<file path="src/rtl/interval_timer_pkg.sv">
// rtl/interval_timer_pkg.sv - shared interval/program encodings and default seconds
package interval_timer_pkg;

  localparam logic [1:0] INT_BASE = 2'b00;
  localparam logic [1:0] INT_EXT  = 2'b01;
  localparam logic [1:0] INT_YEL  = 2'b10;

  localparam logic [1:0] SEL_BASE = 2'b00;
  localparam logic [1:0] SEL_EXT  = 2'b01;
  localparam logic [1:0] SEL_YEL  = 2'b10;
  localparam logic [1:0] SEL_NONE = 2'b11;

  localparam logic [3:0] DEF_BASE_S = 4'd6;
  localparam logic [3:0] DEF_EXT_S  = 4'd3;
  localparam logic [3:0] DEF_YEL_S  = 4'd2;

  // Encoding 11 aliases to base so the FSM never selects an undefined interval.
  function automatic logic [3:0] pick_interval(input logic [1:0] sel,
                                               input logic [3:0] base,
                                               input logic [3:0] ext,
                                               input logic [3:0] yel);
    case (sel)
      INT_EXT: return ext;
      INT_YEL: return yel;
      default: return base;
    endcase
  endfunction

endpackage

</file>
<file path="src/rtl/interval_timer_one_hz_enable.sv">
// rtl/interval_timer_one_hz_enable.sv - divides clk to a one-cycle 1 Hz enable
module one_hz_enable #(
  parameter int CLK_DIV = 100000000
) (
  input  logic clk,
  input  logic reset,
  input  logic clear,
  output logic tick
);

  localparam int             W    = $clog2(CLK_DIV);
  localparam logic [W-1:0]   LAST = W'(CLK_DIV - 1);

  logic [W-1:0] div_q, div_d;

  assign tick = (div_q == LAST);

  // Clearing on load makes the first second after a restart a full period.
  always_comb begin
    div_d = div_q + W'(1);
    if (clear || tick) div_d = '0;
  end

  always_ff @(posedge clk) begin
    if (!reset) div_q <= '0;
    else        div_q <= div_d;
  end

endmodule

</file>
<file path="src/rtl/interval_timer.sv">
// rtl/interval_timer.sv - programmable seconds countdown feeding the traffic-light FSM
module interval_timer
  import interval_timer_pkg::*;
#(
  parameter int         CLK_DIV  = 100000000,
  parameter logic [3:0] DEF_BASE = DEF_BASE_S,
  parameter logic [3:0] DEF_EXT  = DEF_EXT_S,
  parameter logic [3:0] DEF_YEL  = DEF_YEL_S
) (
  input  logic       clk,
  input  logic       reset,
  input  logic       st_time,
  input  logic [1:0] intervel,
  input  logic       prog_sync,
  input  logic [1:0] time_param_sel,
  input  logic [3:0] time_value,
  output logic       exp,
  output logic [3:0] sec_left,
  output logic       tick_1hz
);

  logic [3:0] base_q, base_d;
  logic [3:0] ext_q, ext_d;
  logic [3:0] yel_q, yel_d;
  logic [3:0] count_q, count_d;
  logic       exp_q, exp_d;
  logic       tick;

  one_hz_enable #(.CLK_DIV(CLK_DIV)) u_div (
    .clk  (clk),
    .reset(reset),
    .clear(!st_time),
    .tick (tick)
  );

  // A zero write restores the default, so a loaded interval is never zero.
  always_comb begin
    base_d = base_q;
    ext_d  = ext_q;
    yel_d  = yel_q;
    if (prog_sync) begin
      case (time_param_sel)
        SEL_BASE: base_d = (time_value == 4'd0) ? DEF_BASE : time_value;
        SEL_EXT:  ext_d  = (time_value == 4'd0) ? DEF_EXT  : time_value;
        SEL_YEL:  yel_d  = (time_value == 4'd0) ? DEF_YEL  : time_value;
        default: ;
      endcase
    end
  end

  always_comb begin
    count_d = count_q;
    exp_d   = 1'b0;
    if (!st_time) begin
      count_d = pick_interval(intervel, base_q, ext_q, yel_q);
    end else if (tick && count_q != 4'd0) begin
      count_d = count_q - 4'd1;
      exp_d   = (count_q == 4'd1);
    end
  end

  always_ff @(posedge clk) begin
    if (!reset) begin
      base_q  <= DEF_BASE;
      ext_q   <= DEF_EXT;
      yel_q   <= DEF_YEL;
      count_q <= 4'd0;
      exp_q   <= 1'b0;
    end else begin
      base_q  <= base_d;
      ext_q   <= ext_d;
      yel_q   <= yel_d;
      count_q <= count_d;
      exp_q   <= exp_d;
    end
  end

  assign exp      = exp_q;
  assign sec_left = count_q;
  assign tick_1hz = tick;

endmodule
</file>
<file path="config.mk">
export PLATFORM = sky130hd
export DESIGN_NAME = interval_timer
export DESIGN_NICKNAME = d
export VERILOG_FILES = /design/src/rtl/interval_timer_pkg.sv /design/src/rtl/interval_timer_one_hz_enable.sv /design/src/rtl/interval_timer.sv
export SDC_FILE = /design/constraint.sdc
export NUM_CORES = 1
export LEC_CHECK = 0
export BUFFER_PORTS_ARGS = -buffer_cell sky130_fd_sc_hd__buf_2
export CELL_PAD_IN_SITES_DETAIL_PLACEMENT = 1
export CELL_PAD_IN_SITES_GLOBAL_PLACEMENT = 2
export CORE_MARGIN = 1.5
export CORE_UTILIZATION = 36
export DETAILED_ROUTE_END_ITERATION = 8
export PLACE_DENSITY = 0.84
export SYNTH_ARGS = -nofsm -noshare
export SYNTH_HDL_FRONTEND = slang
export SYNTH_SLANG_ARGS = --single-unit
</file>
<file path="constraint.sdc">
create_clock -name clk -period 2.5 [get_ports clk]
set_input_delay 0 -clock clk [delete_from_list [all_inputs] [get_ports clk]]
set_output_delay 0 -clock clk [all_outputs]
set_load 0.02 [all_outputs]
</file>
==> results of run 1 <==
-- sequential cells by signal, summed over array words and instances, names as in the netlist --
register     count
ext_q            4
exp              1
yel_q            4
u_div.div_q     27
base_q           4
sec_left         4
-- worst max path at each step --
stage,startpoint,endpoint
CTS,u_div.div_q[13],sec_left[0]
global route,u_div.div_q[13],sec_left[0]
global placement,u_div.div_q[13],sec_left[0]
detailed placement,u_div.div_q[0],sec_left[0]
finish,u_div.div_q[13],sec_left[0]
floorplan,u_div.div_q[0],sec_left[0]
-- power by group --
part           switching (W)  internal, W
logic              0.0000727    0.0000490
clock network       0.000237     0.000297
registers          0.0000122     0.000714
total               0.000322      0.00106
-- metal layers --
metal,vias to the layer above,part of all wire [%]
met5,-,0
met4,0,1.9
met3,9,3.4
met2,25,47
met1,929,48
li1,956,-
-- cell families (layout without fill, tap and decap cells) --
logic type                 count (synthesis)  count (layout)
AOI/OAI and AO/OA                         49              49
muxes                                      5               5
and+or+nand+nor                          112             112
DFF                                       44              44
buffers and inverters                     21              42
xor gates and xnor gates                  13              13
adders and majority gates                  5               5
-- stage by stage --
| stage | hold slack [ns] | std cells | power (W) | worst slack (ns) | utilization (%) |
|---|---|---|---|---|---|
| detailed placement | 0.2951 | 333 | 0.0008610 | 0.4171 | 39.37 |
| floorplan | 0.1360 | 249 | 0.0008184 | 0.6138 | - |
| finish | 0.03749 | 345 | 0.001382 | 0.4016 | 41.89 |
| global placement | 0.2913 | 333 | 0.0008594 | 0.4767 | 39.37 |
| CTS | 0.02917 | 345 | 0.001403 | 0.3799 | 41.89 |
| global route | 0.04871 | 345 | 0.001455 | 0.2429 | 41.89 |
-- repair_timing --
| item | in CTS | in global routing |
|---|---|---|
| setup buffers | 0 | 0 |
| endpoints found under the hold margin | 9 | 0 |
| hold buffers | 4 | 0 |
-- final cells by class --
cell class              count  area, µm²  share of cell area, %
clock buffers               6      72.57                  2.961
clock inverters             2      35.03                  1.429
inverters                  11      41.29                  1.685
multi-input cells         184       1187                  48.44
flip-flops and latches     44      880.8                  35.94
well taps                  75      93.84                  3.828
repair buffers             23      140.1                  5.717
-- synth_stat cells, types with 2 or more instances --
cell type	number
a211oi_1	3
a21oi_1	14
a21oi_2	2
a221oi_1	2
and3_1	3
and4_1	2
clkbuf_1	7
dfxtp_1	44
ha_1	5
inv_1	11
mux2i_1	5
nand2_1	18
nand3_1	11
nand3b_1	2
nand4_1	9
nand4_2	2
nor2_1	26
nor2b_1	2
nor3_1	9
nor3b_1	3
nor4_1	2
nor4b_1	2
o211ai_1	3
o21ai_0	9
o31ai_1	8
or3_1	7
or4_1	6
or4_4	2
xnor2_1	7
xor2_1	6
-- critical path: stages (launching register included) --
cell and delay (ns):
dfxtp_1 0.38, nor4bb_1 0.35, nand4_1 0.38, or4_1 0.62, a311oi_1 0.28
==> qor.txt, run 1 <==
Tightest Pin Transition = 0.5053 ns
grt peak-use layer = met2
area fraction in compound gates after synthesis = 15.12%
initial antenna violation count = 0
DR iter-0 viols = 68
GRT Overall Usage = 16.62%
vias = 1919
Synth Area in XOR/XNOR = 5.272%
VDD IR-drop max = 292.0 µV
Primary FF master, synth = dfxtp_1
hold path startpoint = time_param_sel[0]
commonest non-fill, non-tap cell in the layout = dfxtp_1
PD cells = 564.0 nW/µm²
Slew HR = 66.24%
Max Clk Rate = 0.4766 GHz
Final Cell Area = 2451 µm²
crit start category = flip-flop
CTS tree = done
Final GP Congestion = 0.7364
total congestion overflow = 0
grt met1 use = 20.47%
CTS sink count = 44
Seq/Total Area, Yosys = 40.79%
nets@finish = 286
Lkg Pwr = 0.8643 nW
worst r2r path cells = 4
status = complete, no violations
RSZ-0062 raised after global routing = no
met2 Use GR = 27.82%
layout cell share with drive strength beyond 1 = 13.33%
CTS Buffer Depth = 2
Gate Count Post-Synth = 249
most frequent cells in the layout = dfxtp_1 (44), nor2_1 (26), nand2_1 (18), buf_2 (17), a21oi_1 (14)
hold crit path type = input port to flip-flop
n_diodes = 0
Post-synth EDFFs = 0
Synth top area share = 40.79%
post-synth top area cell = dfxtp_1
r2r setup slk = 0.40 ns
Vias per Instance = 5.562
synth top area cells = dfxtp_1 (41%), nor2_1 (4.5%), a21oi_1 (3.2%), nand2_1 (3.1%), ha_1 (2.9%)
syn nets = 266
worst skew pair latency = 0.30 ns
Pins Over Slew Limit = 0
Synth-to-Final Area Change = 13.50%
placed cell areas = 2303 µm²
combinational family with the most area after synthesis = simple AND/OR/NAND/NOR gates
fraction of registers with async set/reset = 0%
drt first pass iters = 4
H-tree depth = 2
setup tns final = 0 ns
final worst-path cycle share = 83.94%
WHS Endpoint = base_q[3]
WL final = 4835 µm
largest net degree at the start of global routing = 16
WL per Instance = 14.01 µm
first-pass GRT wire length = 8328 µm
final-report hold violation count = 0
max cap viols = 0
Required @ worst endpoint = 2.71 ns
Final ANT Viol Nets = 0
CP Capture Type = flip-flop
Mapped Avg Cell Area = 8.673 µm²
Synth Area in Simple Gates = 29.37%
warning count from the yosys run = 0
num rows = 28
Residual DRC = 0
crit-path max FO = 10
io pins = 18
met3 Use GR = 3.750%
WS Path Type = flip-flop to flip-flop
vias in the first global route = 1833
skew final = 0.01336 ns
reg2reg start = u_div.div_q[13]
Die H = 80.45 µm
final count of negative-setup-slack endpoints = 0
min Tclk post-route = 2.098 ns
post-CTS resize count = 0
port buffer count = 17
Synth Area in Adders = 2.897%
distinct cell type count after synthesis = 47
Synth Register Bits = 44
dpl hpwl = 3524 µm
hold depth = 4
WP data arrival = 2.30 ns
synthesized area = 2160 µm²
# fillers = 684
mux contribution to synthesized area = 2.317%
cts bufs inserted = 5
Starting Density = 36.91%
RR Endpoint = sec_left[0]
Core Region = 5851 µm²
clock transition at the registers of the reported paths = 0.08 ns
die area = 6472 µm²
CTS root buf = clkbuf_8
Chip Width = 80.45 µm
Power figures use the tool's default switching activity.
==> run 2: changes to the inputs <==
ABC_AREA = 1   (was not set)
CORE_UTILIZATION = 30   (was 36)
PLACE_DENSITY = 0.81   (was 0.84)
clock period = 1.72 ns   (was 2.5 ns; I/O delays follow)
==> qor.txt, run 2 <==
Final Cell Area = 2775 µm² (+13%)
status = complete, no violations
worst skew pair latency = 0.30 ns (about the same)
Chip Width = 91.64 µm (+14%)
final count of negative-setup-slack endpoints = 0 (unchanged)
layout cell share with drive strength beyond 1 = 13.81% (+0.48 points)
crit-path max FO = 7 (-3)
max cap viols = 0 (unchanged)
Synth-to-Final Area Change = 17.73%
clock transition at the registers of the reported paths = 0.08 ns (about the same)
Gate Count Post-Synth = 352 (+41%)
area fraction in compound gates after synthesis = 7.484% (-7.6 points)
Slew HR = 49.06% (-17 points)
synthesized area = 2357 µm² (+9.2%)
mux contribution to synthesized area = 0% (-2.3 points)
hold crit path type = input port to flip-flop
setup slack after layout = 0.03549 ns (-0.3661 ns)
dpl hpwl = 4885 µm (+39%)
Seq/Total Area, Yosys = 37.37% (-3.4 points)
synth top area cells = dfxtp_1 (37%), nand2_1 (13%), nor2_1 (9.6%), inv_1 (7.6%), nand3_1 (6.4%)
commonest cells in the netlist = nand2_1 (83), nor2_1 (60), inv_1 (48), dfxtp_1 (44), nand3_1 (30)
Die H = 91.64 µm (+14%)
# fillers = 1004 (+47%)
GRT Overall Usage = 16.66% (+0.035 points)
Pins Over Slew Limit = 0 (unchanged)
CP Capture Type = output port
placed cell areas = 2634 µm² (+14%)
cts bufs inserted = 5 (unchanged)
VDD IR-drop max = 291.9 µV (about the same)
Synth top area share = 37.37% (-3.4 points)
n_diodes = 0 (unchanged)
Vias per Instance = 4.586 (-18%)
post-synth top area cell = dfxtp_1
H-tree depth = 2 (unchanged)
PD cells = 695.0 nW/µm² (+23%)
Cells after DPL = 481 (+44%)
CTS Buffer Depth = 2 (unchanged)
drt first pass iters = 4 (unchanged)
reg2reg start = u_div.div_q[0]
WL final = 6255 µm (+29%)
warning count from the yosys run = 0 (unchanged)
Mapped Avg Cell Area = 6.697 µm² (-23%)
die area = 8398 µm² (+30%)
Required @ worst endpoint = 1.72 ns (-0.99 ns)
Final GP Congestion = 0.8508 (+16%)
distinct cell type count after synthesis = 24 (-49%)
total congestion overflow = 0 (unchanged)
Max Clk Rate = 0.5936 GHz
WS Path Type = flip-flop to output port
Residual DRC = 0 (unchanged)
hold path startpoint = time_value[3]
r2r setup slk = 0.09 ns (-0.31 ns)
Synth Area in Adders = 2.654% (-0.24 points)
pre-CTS setup slack = 0.07632 ns (-0.3408 ns)
final hold slack = 0.001123 ns (-0.03637 ns)
WHS Endpoint = base_q[3]
Post-synth EDFFs = 0 (unchanged)
most frequent cells in the layout = nand2_1 (83), nor2_1 (58), inv_1 (48), dfxtp_1 (42), nand3_1 (30)
RSZ-0062 raised after global routing = yes
commonest non-fill, non-tap cell in the layout = nand2_1
fin cells = 493 (+43%)
Starting Density = 30.82% (-6.1 points)
Core Region = 7647 µm² (+31%)
port buffer count = 17 (unchanged)
syn nets = 369 (+39%)
final worst-path cycle share = 97.94%
RR Endpoint = u_div.div_q[14]
WP data arrival = 1.68 ns (-0.62 ns)
worst r2r path cells = 8 (+4)
CTS tree = done
nets@finish = 407 (+42%)
CTS root buf = clkbuf_8
Synth Area in XOR/XNOR = 4.087% (-1.2 points)
largest net degree at the start of global routing = 27 (+11)
WL per Instance = 12.69 µm (-9.5%)
min Tclk post-route = 1.685 ns
Synth Area in Simple Gates = 39.33% (+10 points)
max FFs per register = 27 (unchanged)
Tightest Pin Transition = 0.7582 ns (+0.2529 ns)
Primary FF master, synth = dfxtp_1
fraction of registers with async set/reset = 0% (unchanged)
hold depth = 3 (-1)
Synth Register Bits = 44 (unchanged)
Reg with most FFs = u_div.div_q
CTS sink count = 44 (unchanged)
io pins = 18 (unchanged)
DR iter-0 viols = 54 (-21%)
initial antenna violation count = 0 (unchanged)
crit start category = flip-flop
top-count cell post-synth = nand2_1
Lkg Pwr = 1.083 nW (+25%)
vias in the first global route = 2376 (+30%)
combinational family with the most area after synthesis = simple AND/OR/NAND/NOR gates
skew final = 0.002594 ns (-0.01076 ns)
vias = 2261 (+18%)
num rows = 32 (+14%)
Final ANT Viol Nets = 0 (unchanged)
final-report hold violation count = 0 (unchanged)
first-pass GRT wire length = 11150 µm (+34%)
setup tns final = 0 ns (unchanged)
## run 2: cell count changes in the layout (fill, tap and decap cells not counted), sizes merged, moves of 4 or more
cell   delta
nor2     +37
o31ai     -8
nand4     -5
buf      +14
or4       -8
or3       -7
inv      +37
nand3    +19
mux2i     -5
nor3      +8
nand2    +69
o21ai     +4
## run 2: worst max path at each step
stage               depth (start not counted)  slack [ns]         endpoint      startpoint
floorplan                                   9        0.16   u_div.div_q[9]  u_div.div_q[0]
global placement                            6        0.14  u_div.div_q[20]  u_div.div_q[8]
detailed placement                          8        0.08  u_div.div_q[14]  u_div.div_q[0]
CTS                                         8       0.008         tick_1hz  u_div.div_q[0]
global route                                8       -0.06         tick_1hz  u_div.div_q[0]
finish                                      8        0.04         tick_1hz  u_div.div_q[0]
## run 2: repair_timing
| action | CTS | global route |
|---|---|---|
| hold buffers | 1 | 0 |
| endpoints found under the hold margin | 2 | 0 |
| setup buffers | 0 | 3 |
| pin swaps | 0 | 2 |
| cloned | 0 | 0 |
| gates resized for setup | 2 | 5 |
| setup endpoints to repair | 1 | 27 |
## run 2: area by class of cell
type	count	area, µm²	share of cell area, %
clock buffer	8	90.09	3.246
timing repair buffer	34	217.7	7.845
inverter	48	180.2	6.492
sequential	44	883.3	31.83
multi-input combinational	257	1276	45.99
tap	102	127.6	4.599
## run 2: logic make-up after synthesis
kind of cell | count (synthesis)
buffers and inverters | 51
XOR/XNOR | 11
AO/OA/AOI/OAI | 33
flip-flops | 44
AND/OR/NAND/NOR | 208
adder cells (fa/ha/maj) | 5
## run 2: routing by layer
metal	part of all wire, %	global-route usage, %	wire [µm]	up-vias
met5	0	0	0	-
met4	1.9	5.990	116	0
met3	2.0	2.736	128	8
met2	49	29.17	3056	24
met1	47	20.47	2954	1036
li1	-	-	-	1193
## run 2: through the flow
step	util (%)	total power (W)
final	36.29	0.001929
after global routing	36.29	0.002029
after CTS	35.81	0.001959
after detailed placement	34.44	0.001262
after global placement	34.44	0.001259
after floorplan	-	0.001199
## run 2: where the power goes
part / switching (W) / internal (W) / total (W)
Clock: 0.000362 / 0.000329 / 0.000691
Sequential: 0.0000156 / 0.00104 / 0.00106
Combinational: 0.000114 / 0.0000668 / 0.000181
## run 2: worst max-delay path: stages (launching register included)
cell	delay (ns)
dfxtp_2	0.35
ha_2	0.19
nand2_2	0.07
nor2_4	0.12
nand2_4	0.10
nor3b_4	0.23
nand2_2	0.10
inv_1	0.09
buf_4	0.14
